## src/rtl/c_comment_filter.sv

```systemverilog
// Strips C line/block comments (each replaced by one space) with one-cycle registered latency.
// Optional whitespace collapse is enabled by defining CFILT_WS_COLLAPSE_EN.
module c_comment_filter (
   input  logic       clk,
   input  logic       reset,
   input  logic [7:0] in,
   input  logic       in_valid,
   output logic       in_ready,
   output logic [7:0] out,
   output logic       out_valid
);

   typedef enum logic [2:0] {
      NORM,
      SLASH,
      LINE,
      BLK,
      BLK_STAR,
      FLUSH
   } state_t;

   localparam logic [7:0] CH_SLASH = 8'h2F;
   localparam logic [7:0] CH_STAR  = 8'h2A;
   localparam logic [7:0] CH_SPACE = 8'h20;
   localparam logic [7:0] CH_LF    = 8'h0A;

   state_t     state;
   logic [7:0] pend;
   logic [7:0] src;
   logic       accept;
   logic       norm_emit;
   logic [7:0] norm_char;
   logic       repl_emit;

`ifdef CFILT_WS_COLLAPSE_EN
   logic       last_sp;
   logic       src_ws;
`endif

   // FLUSH replays the held character through the same path a fresh NORM input takes.
   always_comb begin
      src    = (state == FLUSH) ? pend : in;
      accept = in_valid && in_ready;
`ifdef CFILT_WS_COLLAPSE_EN
      src_ws    = (src == 8'h20) || (src == 8'h09) || (src == 8'h0D) || (src == 8'h0A);
      norm_emit = !(src_ws && last_sp);
      norm_char = src_ws ? CH_SPACE : src;
      repl_emit = !last_sp;
`else
      norm_emit = 1'b1;
      norm_char = src;
      repl_emit = 1'b1;
`endif
   end

   always_ff @(posedge clk or negedge reset) begin
      if (!reset) begin
         state     <= NORM;
         pend      <= 8'h00;
         out       <= 8'h00;
         out_valid <= 1'b0;
         in_ready  <= 1'b1;
`ifdef CFILT_WS_COLLAPSE_EN
         last_sp   <= 1'b0;
`endif
      end else begin
         out_valid <= 1'b0;
         in_ready  <= 1'b1;
         if (state == FLUSH) begin
            if (norm_emit) begin
               out       <= norm_char;
               out_valid <= 1'b1;
            end
`ifdef CFILT_WS_COLLAPSE_EN
            last_sp <= src_ws;
`endif
            state <= NORM;
         end else if (accept) begin
            case (state)
               NORM: begin
                  if (in == CH_SLASH) begin
                     state <= SLASH;
                  end else begin
                     if (norm_emit) begin
                        out       <= norm_char;
                        out_valid <= 1'b1;
                     end
`ifdef CFILT_WS_COLLAPSE_EN
                     last_sp <= src_ws;
`endif
                  end
               end
               SLASH: begin
                  if (in == CH_SLASH) begin
                     state <= LINE;
                  end else if (in == CH_STAR) begin
                     state <= BLK;
                  end else begin
                     // The held slash goes out now; the new character waits one stalled cycle.
                     out       <= CH_SLASH;
                     out_valid <= 1'b1;
                     pend      <= in;
                     in_ready  <= 1'b0;
                     state     <= FLUSH;
`ifdef CFILT_WS_COLLAPSE_EN
                     last_sp   <= 1'b0;
`endif
                  end
               end
               LINE: begin
                  if (in == CH_LF) begin
                     if (repl_emit) begin
                        out       <= CH_SPACE;
                        out_valid <= 1'b1;
                     end
`ifdef CFILT_WS_COLLAPSE_EN
                     last_sp <= 1'b1;
`endif
                     state <= NORM;
                  end
               end
               BLK: begin
                  if (in == CH_STAR) begin
                     state <= BLK_STAR;
                  end
               end
               BLK_STAR: begin
                  if (in == CH_SLASH) begin
                     if (repl_emit) begin
                        out       <= CH_SPACE;
                        out_valid <= 1'b1;
                     end
`ifdef CFILT_WS_COLLAPSE_EN
                     last_sp <= 1'b1;
`endif
                     state <= NORM;
                  end else if (in != CH_STAR) begin
                     state <= BLK;
                  end
               end
               default: state <= NORM;
            endcase
         end
      end
   end

endmodule

```

## config.mk

```make
export PLATFORM = sky130hd
export DESIGN_NAME = c_comment_filter
export DESIGN_NICKNAME = d
export VERILOG_FILES = /design/src/rtl/c_comment_filter.sv
export SDC_FILE = /design/constraint.sdc
export NUM_CORES = 1
export LEC_CHECK = 0
export ABC_AREA = 1
export CAP_MARGIN = 20
export CORE_MARGIN = 2
export CORE_UTILIZATION = 47
export CTS_CLUSTER_DIAMETER = 30
export CTS_CLUSTER_SIZE = 10
export DETAILED_ROUTE_END_ITERATION = 16
export PLACE_DENSITY_LB_ADDON = 0.25
export SETUP_SLACK_MARGIN = 0.4
export SYNTH_ARGS = -nofsm -noshare
export SYNTH_HDL_FRONTEND = slang
export SYNTH_SLANG_ARGS = --single-unit
```

## constraint.sdc

```tcl
create_clock -name clk -period 1.24 [get_ports clk]
set_input_delay 0.186 -clock clk [delete_from_list [all_inputs] [get_ports clk]]
set_output_delay 0.186 -clock clk [all_outputs]
set_load 0.02 [all_outputs]
```

* Word-level counts from Yosys, hierarchy flattened
Index checks and enable logic that the tools add are counted.
** Cells by class
- Equal/unequal tests :: 17
- Reductions and logical operators :: 7
- Bitwise gates (word level) :: 3
- Multiplexer cells :: 32
** Operator list (number)
- $mux 8 :: 8
- $pmux 8 s4 :: 1
- $mux 3 :: 9
- $ne 3x3->1 const B :: 7
- $eq 8x6->1 const B :: 2
- $pmux 3 s5 :: 1
- $mux 1 :: 12
- $reduce_and 5->1 :: 2
- $eq 8x4->1 const B :: 1
- $ne 8x6->1 const B :: 1
- $reduce_and 7->1 :: 1
- $eq 3x2->1 const B :: 2
- $eq 3x3->1 const B :: 2
- $reduce_bool 5->1 :: 1
- $ne 4x4->1 const B :: 1
- $pmux 1 s4 :: 1
- $eq 3x1->1 const B :: 1
- $logic_not 3->1 :: 1
- $not 1->1 :: 3
- $reduce_bool 2->1 :: 1
- $logic_and 1x1->1 :: 1
** Storage, ports and cells
- Output and inout bits :: 10
- Input port bits :: 11
- Word-level logic and storage cells :: 64
- Bits in registers :: 21

* Longest topological paths before layout
- Depth after elaboration :: 6
- Gate-level depth with buffers :: 10

* Worst setup path before layout
No wires, ideal clock.
- Path kind :: register -> register
- Start :: reg in_ready
- End :: reg out[0]
- Data arrival time :: 1293 ps
- Required time :: 1175 ps
- Path buffers :: 0
- Path slack :: -118 ps
- Cell stages (with the launch flop) :: 7
- Cells stage by stage :: dfstp_2 > nand2_1 > a21oi_4 > nand3_4 > nor2_8 > nand2_1 > nand2_1
** On the way
- Word-level cells in the longest chain between the ends :: 3
** RTL lines
- start, declared :: line 8 : output logic in_ready,
- start signal, assigned :: line 62 : in_ready <= 1'b1;
- start signal, assigned :: line 68 : in_ready <= 1'b1;
- start signal, assigned :: line 103 : in_ready <= 1'b0;
- $logic_and 1x1->1 :: line 43 : accept = in_valid && in_ready;
- $reduce_bool 2->1 (no source line)
- $reduce_and 7->1 (no source line)
- end signal, assigned :: line 71 : out <= norm_char;
- end signal, assigned :: line 85 : out <= norm_char;
- end, declared :: line 9 : output logic [7:0] out,
Every way passes these cells.
A chain may end at the register's enable or synchronous reset.

* Worst setup path after layout
- Start :: reg state[1]
- End :: reg out[4]
** On the way
- Word-level cells in the longest chain between the ends :: 6
- Elaborated cells on any way between the ends :: 18
** RTL lines
- start, declared :: line 27 : state_t state;
- start signal, assigned :: line 58 : state <= NORM;
- start signal, assigned :: line 77 : state <= NORM;
- start signal, assigned :: line 82 : state <= SLASH;
- $eq 3x3->1 :: line 42, 69
- $mux 8 :: line 42 : src = (state == FLUSH) ? pend : in;
- $mux 8 :: line 81 : if (in == CH_SLASH) begin
- $pmux 8 s4 :: line 79 : case (state)
- $mux 8 :: line 78 : end else if (accept) begin
- $mux 8 :: line 69 : if (state == FLUSH) begin
Parallel ways exist; a longest one is shown, timed or not. The select of a mux whose other input is x is not followed.

==> metrics.md <==
| Metric | Value |
|---|---|
| Flops & latches, synth | 21 |
| Fin Hold WS | 0.199 ns |
| Crit. End Element | flop |
| Full die area | 0.00312 sq mm |
| Top_reg_cell synth | dfrtp_1 |
| Register area | between 500 and 600 sq um |
| Antenna viol nets, final | 0 |
| Inst Count DP | 229 |
| CTS tree | yes |
| Highest clock rate | 696 MHz |
| GRT overflow | 0 |
| Worst-Margin Slew | 0.271 ns |
| Tot GR Track Use | 0.206 |
| Violated checks | setup timing |
| Layout cells sized above 1 | 0.388 |
| Syn Area/Cell | 7.66 sq um |
| Max-Slew Margin vs Limit | 0.818 |
| Clk slew on worst S/H paths | between 0.1 and 0.15 ns |
| Final worst-path cycle share | 1.16 |
| CP startpoint kind | flop |
| Max FO, Critical Path | 9 |
| First-pass GRT wire length | 5.09 mm |
| Area contributors post-synth | dfrtp_1 40%, nand2_1 19%, inv_1 5.3% |
| Multi-input logic area | 747 sq um |
| Largest net degree at the start of global routing | 22 |
| CP Class | flop to flop |
| Synthesized area | 0.00126 sq mm |
| Yosys warns | 0 |
| Period minus WS final | 1.44 ns |
| Longest Clk Path Bufs | 2 |
| # rows | 18 |
| Post-DR wirelength/cell | between 10 and 15 microns |
| Synth Instances | 165 |
| Leakage | 0.963 nW |
| Initial antenna violation count | 0 |
| Area Growth Syn to Fin | 48.5% |
| Hold Path Class | input port to async pin |
| Num CTS Buffers | 3 |
| Max-slew violations | 0 |
| Count leader, synth | nand2_1 |
| Worst Path Arrival | 1.65 ns |
| Final setup violation count | 21 |
| Synth area leader | dfrtp_1 |
| Worst-Skew Late Latency | 0.31 ns |
| Asr flop ratio synth | 1.00 |
| Peak VDD IR | 1.48 mV |
| TritonCTS Sinks | 21 |
| CTS root buffer | clkbuf_4 |
| Final TNS setup | -3.36 ns |
| Syn nets | approximately 180 |
| Status | finished with violations |
| Post-synth EDFFs | 0 |
| H-tree levels | 1 |
| Pre-CTS setup slack | -0.466 ns |
| Core Area | about 0.0025 sq mm |
| Post-DP HPWL | 2.04 mm |
| Ports | 21 |
| IO buf count | 20 |
| Post-synthesis sequential area ratio | 0.417 |
| Post-DR vias/cell | 5.08 |
| Die width | 55.9 microns |
| Unrepaired setup endpoints after global routing | true |
| Residual DRC count | 0 |
| Die H | 55.9 microns |
| Final WS setup | -0.198 ns |
| First-pass DRT Iterations | 5 |
| Routed WL | 3.29 mm |
| Antenna cells | 0 |
| Maxcap violations | 0 |
| Vias in the first global route | 1,159 |
| Fin cells | 249 |
| Distinct cells, synth | 22 |
| Initial Utilization | 0.501 |
| RD Place Congestion | around 0.8 |
| # fillers | 192 |
| Area share of the largest cell type after synthesis | 0.396 |
| Required time of the critical path | 1.45 ns |
| Commonest cells in the netlist | 63 x nand2_1, 20 x dfrtp_1, 18 x inv_1, 13 x o21ai_0, 9 x o21bai_1 |
| Clock skew | 0.00228 ns |
| Design Power | around 0.0046 W |
| Via count | 1,264 |
| Fin. Hold Viols | 0 |
| Power per cell area | 2440 mW/mm^2 |
| Net count, final | about 230 |
| 1st-iter DRT viols | 47 |
==> final timing paths <==
| kind | startpoint | to | slack, ns | depth (start not counted) |
|---|---|---|---|---|
| min in group clk | in[5] | pend[5] | 0.22 | 3 |
| min | reset | state[0] | 0.20 | 2 |
| max in group asynchronous | reset | in_ready | 0.83 | 2 |
| max reg2reg | state[1] | out[4] | -0.20 | 8 |
| min reg2reg | pend[5] | pend[5] | 0.51 | 2 |
| max | state[1] | out[4] | -0.20 | 8 |
==> what timing repair did <==
item	4_1_cts	5_1_grt
gates resized for setup	70	14
endpoints found under the setup margin	31	31
pin swaps	3	7
hold buffers	0	0
gates cloned	2	2
setup buffers	5	7
==> through the flow <==
step / utilization / cell area [sq um]
6_report: 0.744 / 1880
5_1_grt: 0.744 / 1880
4_1_cts: 0.699 / 1760
3_5_place_dp: 0.643 / 1620
3_3_place_gp: 0.643 / 1620
2_1_floorplan: - / 1280
==> sequential cells by signal, summed over array words and instances (netlist names) <==
name	cells
in_ready	1
out	8
out_valid	1
pend	8
state	3
==> cell families after synthesis <==
| family | Yosys count | share of synthesized area |
|---|---|---|
| AOI/OAI and AO/OA | 31 | 0.152 |
| and+or+nand+nor | 87 | 0.336 |
| buffers and inverters | 26 | 0.0950 |
| DFF | 21 | 0.417 |
==> power by group <==
| group | internal (W) | total (W) | switching [W] |
|---|---|---|---|
| Clock | 0.000121 | 0.000344 | 0.000224 |
| Combinational | 0.00133 | 0.00293 | 0.00161 |
| Sequential | 0.00102 | 0.00130 | 0.000281 |
==> cell usage in the layout, fill, tap and decap left out, types with 2 or more instances in the layout <==
| master | netlist | layout |
|---|---|---|
| nand2_1 | 63 | 57 |
| buf_4 | 0 | 27 |
| dfrtp_1 | 20 | 18 |
| inv_1 | 18 | 16 |
| o21ai_0 | 13 | 11 |
| buf_6 | 3 | 11 |
| o21bai_1 | 9 | 9 |
| clkdlybuf4s50_1 | 0 | 9 |
| inv_2 | 5 | 7 |
| nor2_2 | 5 | 6 |
| nand2_2 | 1 | 6 |
| nor2_4 | 1 | 4 |
| nor2_1 | 7 | 3 |
| nand2_4 | 1 | 3 |
| nand4_4 | 1 | 3 |
| o21ai_2 | 0 | 3 |
| o21ai_1 | 4 | 3 |
| a21oi_1 | 3 | 3 |
| clkbuf_4 | 0 | 3 |
| nand3_2 | 0 | 2 |
| nand3_4 | 2 | 2 |
| nand3_1 | 3 | 2 |
| dfrtp_2 | 0 | 2 |
==> area by class of cell <==
cell class | instances | share of cell area
inverters | 23 | 0.0460
repair buffers | 49 | 0.239
well taps | 30 | 0.0200
flip-flops and latches | 21 | 0.282
multi-input cells | 122 | 0.398
clock buffers | 3 | 0.0120
clock inverters | 1 | 0.00267
==> worst max-delay path, stage by stage, from the launching register on <==
cell,delay [ns]
dfrtp_1,0.45
inv_2,0.15
nand2_1,0.10
nor2_4,0.15
nand2_1,0.15
nand2_4,0.15
nor2_8,0.07
nand2_1,0.06
nand2_1,0.05
==> layer usage <==
layer  track usage  up-vias  part of all wire
met1         0.257      575              0.41
li1              -      631                 -
met3        0.0326       10             0.055
met4        0.0578        0             0.017
met2         0.367       48              0.52
met5             0        -                 0
No activity file was read; power rests on OpenSTA's default activity.
